File: src/rtl/dds_phase_acc.sv
// DDS phase accumulator with optional linear frequency glide.
// Ports: CLK, RESET (async, active-low), sample_en tick, freq_word/
//   freq_valid/freq_ready handshake, sync_in hard sync, DDS phase out,
//   phase_valid and wrap pulses, inc_cur increment in use (debug).
module dds_phase_acc #(
    parameter int          GLIDE_SHIFT = 4,
    parameter logic [31:0] PHASE_INIT  = 32'h0
) (
    input  logic        CLK,
    input  logic        RESET,
    input  logic        sample_en,
    input  logic [31:0] freq_word,
    input  logic        freq_valid,
    output logic        freq_ready,
    input  logic        sync_in,
    output logic [31:0] DDS,
    output logic        phase_valid,
    output logic        wrap,
    output logic [31:0] inc_cur
);

    localparam int CW = GLIDE_SHIFT + 1;
    localparam logic [CW-1:0] CNT_LOAD = CW'(1) << GLIDE_SHIFT;

    typedef enum logic {
        IDLE  = 1'b0,
        GLIDE = 1'b1
    } state_t;

    state_t          state_q;
    state_t          state_d;
    logic [31:0]     inc_q;
    logic [31:0]     inc_d;
    logic [31:0]     tgt_q;
    logic [31:0]     tgt_d;
    logic [31:0]     step_q;
    logic [31:0]     step_d;
    logic [CW-1:0]   cnt_q;
    logic [CW-1:0]   cnt_d;
    logic            rdy_q;
    logic [31:0]     phase_q;
    logic            wrap_q;
    logic            pv_q;
    logic            xfer;
    logic signed [32:0] diff;
    logic [32:0]     sum;

    // rdy_q delays acceptance by one edge after reset release so the
    // handshake never sees a partially released reset.
    assign freq_ready = rdy_q & RESET & (state_q == IDLE);
    assign xfer       = freq_valid & freq_ready;

    // 33-bit signed distance from the current to the requested increment.
    assign diff = $signed({1'b0, freq_word}) - $signed({1'b0, inc_q});

    assign sum = {1'b0, phase_q} + {1'b0, inc_q};

    always_comb begin
        state_d = state_q;
        inc_d   = inc_q;
        tgt_d   = tgt_q;
        step_d  = step_q;
        cnt_d   = cnt_q;
        unique case (state_q)
            IDLE: begin
                if (xfer && (freq_word != inc_q)) begin
                    if (GLIDE_SHIFT == 0) begin
                        inc_d = freq_word;
                    end else begin
                        tgt_d   = freq_word;
                        step_d  = 32'(diff >>> GLIDE_SHIFT);
                        cnt_d   = CNT_LOAD;
                        state_d = GLIDE;
                    end
                end
            end
            GLIDE: begin
                if (sample_en) begin
                    cnt_d = cnt_q - CW'(1);
                    // Last step snaps to the target, absorbing the
                    // truncation of the shifted step.
                    if (cnt_q == CW'(1)) begin
                        inc_d   = tgt_q;
                        state_d = IDLE;
                    end else begin
                        inc_d = inc_q + step_q;
                    end
                end
            end
            default: begin
                state_d = IDLE;
            end
        endcase
    end

    always_ff @(posedge CLK or negedge RESET) begin
        if (!RESET) begin
            state_q <= IDLE;
            inc_q   <= 32'h0;
            tgt_q   <= 32'h0;
            step_q  <= 32'h0;
            cnt_q   <= '0;
            rdy_q   <= 1'b0;
        end else begin
            state_q <= state_d;
            inc_q   <= inc_d;
            tgt_q   <= tgt_d;
            step_q  <= step_d;
            cnt_q   <= cnt_d;
            rdy_q   <= 1'b1;
        end
    end

    // The phase adds the increment held before this edge, so a
    // same-cycle transfer only affects later ticks.
    always_ff @(posedge CLK or negedge RESET) begin
        if (!RESET) begin
            phase_q <= PHASE_INIT;
            wrap_q  <= 1'b0;
            pv_q    <= 1'b0;
        end else if (sync_in) begin
            phase_q <= PHASE_INIT;
            wrap_q  <= 1'b0;
            pv_q    <= 1'b1;
        end else if (sample_en) begin
            phase_q <= sum[31:0];
            wrap_q  <= sum[32];
            pv_q    <= 1'b1;
        end else begin
            wrap_q  <= 1'b0;
            pv_q    <= 1'b0;
        end
    end

    assign DDS         = phase_q;
    assign wrap        = wrap_q;
    assign phase_valid = pv_q;
    assign inc_cur     = inc_q;

endmodule

File: config.mk
export PLATFORM = sky130hd
export DESIGN_NAME = dds_phase_acc
export DESIGN_NICKNAME = d
export VERILOG_FILES = /design/src/rtl/dds_phase_acc.sv
export SDC_FILE = /design/constraint.sdc
export NUM_CORES = 1
export LEC_CHECK = 0
export ABC_CLOCK_PERIOD_IN_PS = 4000
export CORE_MARGIN = 2
export CORE_UTILIZATION = 45
export CTS_CLUSTER_DIAMETER = 60
export CTS_CLUSTER_SIZE = 28
export DETAILED_ROUTE_END_ITERATION = 16
export PLACE_DENSITY = 0.72
export SLEW_MARGIN = 25
export SYNTH_ARGS = -nofsm -noshare
export SYNTH_HDL_FRONTEND = slang
export SYNTH_SLANG_ARGS = --single-unit
File: constraint.sdc
create_clock -name CLK -period 4 [get_ports CLK]
set_input_delay 0.8 -clock CLK [delete_from_list [all_inputs] [get_ports CLK]]
set_output_delay 0.8 -clock CLK [all_outputs]
set_load 0.01 [all_outputs]
==> flow_summary.toml <==
[grt]
grt_overflow = 0
grtUsageTotal_pct = 23.5
grt_pass1_wl_mm = 43.9
antenna_found_initial = 0
grt_pass1_vias = 8266
grt_start_max_net_pins = 76

[setup_path]
critPathArrivalTime_ns = 3.69
r2r_end = "DDS[30]"
worstSetupPathType = "reg -> reg"
required_ns = 4.32
crit_slowest_cell = "dfrtp_1"
crit_chain = "ha_1 -> inv_1 -> fa_1 -> and2b_1 -> o31ai_1 -> a2111oi_4 -> nor4_1 -> o31ai_2 -> nand4_2 -> o311ai_2 -> xor2_1 -> a22o_1"
crit_end = "DDS[30]"
crit-reg2reg-launch = "inc_cur[0]"
slowest_delay_ns = 0.44
worst-r2r-cell-count = 12
cp-end-kind = "register"
start_kind = "register"
r2r_setup_slack_ns = 0.63
startpoint = "inc_cur[0]"
crit_path_max_fanout = 5

[final_layout]
nNetsFinal = 1348
antenna_cells = 0
synthToLayoutAreaGrowth_pct = 20.0
drive_gt1_share_pct = 8.73
seq_area_mm2 = 0.00335
final_cell_area_mm2 = 0.0118
multi_input_area_mm2 = 0.00610
fillCellCount = 1965

[timing]
drv_slew = 0
finalClockSkew_ns = 0.00719
hold_ws_ns = 0.488
worst_pin_slew_ns = 0.799
rsz0062_at_grt = "no"
finalCriticalPeriod_ns = 3.37
hold_viol_final = 0
post-route-period-util_pct = 84.3
final.setup.tns_ns = 0
max_clock_freq_mhz = 297
relSlewSlack_pct = 46.8
finalSetupViolations = 0
setup_slack_ns = 0.630

[drt]
postRouteAntennaNets = 0
wl_per_cell_um = 17.8
firstDrtPassIters = 5
via_per_inst = 5.72
vias = 8612
drc = 0
drt-total-wl_mm = 26.7
drtIter0Drc = 486

[outcome]
status = "complete, no violations"

[place]
port_buffers = 103
place_ws_ns = 0.242
hpwl_mm = 20.6
placed_area_mm2 = 0.0112
gp_congestion = 0.909

[logic_synthesis]
synth_area_leader_cell = "dfrtp_1"
synthesis.nets = 1251
synth_common_cells = "134 x dfrtp_1, 116 x nand2_1, 97 x a21oi_1, 97 x ha_1"
synth-main-ff-cell = "dfrtp_1"
synth_area_mm2 = 0.00985
avgSynthCellArea_um2 = 8.83
synth_edf_count = 0
synth_top_area_share_pct = 34.0
synth_cell_type_count = 70
ys_seq_area_share_pct = 34.0
async_flop_share_pct = 100
yosysMostFrequentCell = "dfrtp_1"
ys_seq_elements = 134
ys_top_cells_by_area = "dfrtp_1 34%, ha_1 12%, a21oi_1 4.9%, nand2_1 4.4%, xnor2_1 4.0%"
synth_warnings = 0
synth_cells = 1115

[clock_network]
cts_tree = "done"
clockBufferDepth = 2
cts_root_buf = "clkbuf_16"
cts_setup_buffers = 0
clkTransAtPathRegs_ns = 0.06
clk_latency_ns = 0.43
htree_levels = 4
cts.sinks = 134
cts.repair.resized = 0
hold_buffers = 0
cts_buffers = 17

[floorplanning]
io_pins = 104
die_x_um = 152
die-area_mm2 = 0.0231
coreArea_mm2 = 0.0216
chipHeight_um = 152
rows = 54
initial_utilization_pct = 45.5

[power]
power_mw = 12.1
ir_drop_v = 0.000335
p_per_area_mw_per_mm2 = 1030
p_leak_nw = 5.48

[hold_path]
hp-class = "reg -> reg"

[flow_run]
maxCapViolCount = 0
-- worst max-delay path: cells and delay by family (launching register included) --
| kind | cells | cell delay [ns] |
|---|---|---|
| AOI/OAI and AO/OA | 5 | 1.41 |
| DFF | 1 | 0.44 |
| adders and majority gates | 2 | 0.62 |
| buffers and inverters | 1 | 0.07 |
| xor gates and xnor gates | 1 | 0.11 |
| and+or+nand+nor | 3 | 0.61 |
-- final cells by class --
class,count,share of cell area (%)
tap,280,2.96
clock inverter,13,1.05
sequential,134,28.4
multi-input combinational,872,51.6
clock buffer,19,3.75
inverter,61,1.94
timing repair buffer,126,10.3
-- through the flow --
step | cells | util, %
detailed placement | 1473 | 52.0
global placement | 1473 | 52.0
finish | 1505 | 54.7
global route | 1505 | 54.7
floorplan | 1115 | -
CTS | 1505 | 54.6
-- worst min-delay path by stage --
stage,start,endpoint,slack (ns),cells past startpoint
after global placement,step_q[20],step_q[20],0.47,2
final,step_q[20],step_q[20],0.49,2
after floorplan,tgt_q[0],tgt_q[0],0.45,2
after detailed placement,step_q[20],step_q[20],0.48,2
after CTS,step_q[20],step_q[20],0.49,2
after global routing,step_q[9],step_q[9],0.51,2
-- cells in the final DEF (no fill, tap or decap), drive strengths merged, types with 7 or more instances in the layout --
cell type / n
dfrtp: 134
nand2: 116
clkdlybuf4s50: 102
a21oi: 98
ha: 97
o21ai: 84
nor2: 78
inv: 64
xnor2: 45
a21o: 38
xor2: 37
mux2: 33
nand3: 28
buf: 24
nand4: 21
nor3: 19
clkbuf: 19
a211oi: 17
a22o: 16
o21bai: 15
a31oi: 13
mux2i: 11
nor2b: 8
o211ai: 8
or3: 7
a22oi: 7
-- layer usage --
metal / part of all wire (%) / track usage (%) / vias up
li1: - / - / 4230
met1: 47 / 34.0 / 4081
met2: 45 / 36.4 / 267
met3: 6.1 / 3.79 / 34
met4: 1.8 / 7.12 / 0
met5: 0 / 0 / -
-- kinds of logic (layout without fill, tap and decap cells) --
group	count (synthesis)	in the layout	share of synthesized area, %
DFF	134	134	34.0
other	1	1	0.0381
adders and majority gates	99	99	12.7
buffers and inverters	109	219	4.22
AOI/OAI and AO/OA	339	339	22.4
muxes	44	44	4.89
xor gates and xnor gates	82	82	7.29
and+or+nand+nor	307	307	14.3
-- flip-flops by register name (all words and copies together) (netlist names) --
name and flops:
DDS 32, rdy_q 1, phase_valid 1, step_q 29
wrap 1, inc_cur 32, cnt_q 5, state_q 1
tgt_q 32
-- where the power goes --
part	switching, mW	internal [mW]	total, mW
logic	4.38	3.55	7.93
registers	0.683	1.99	2.67
clock network	0.641	0.876	1.52
Note: power is estimated with default switching activity, not from simulation.
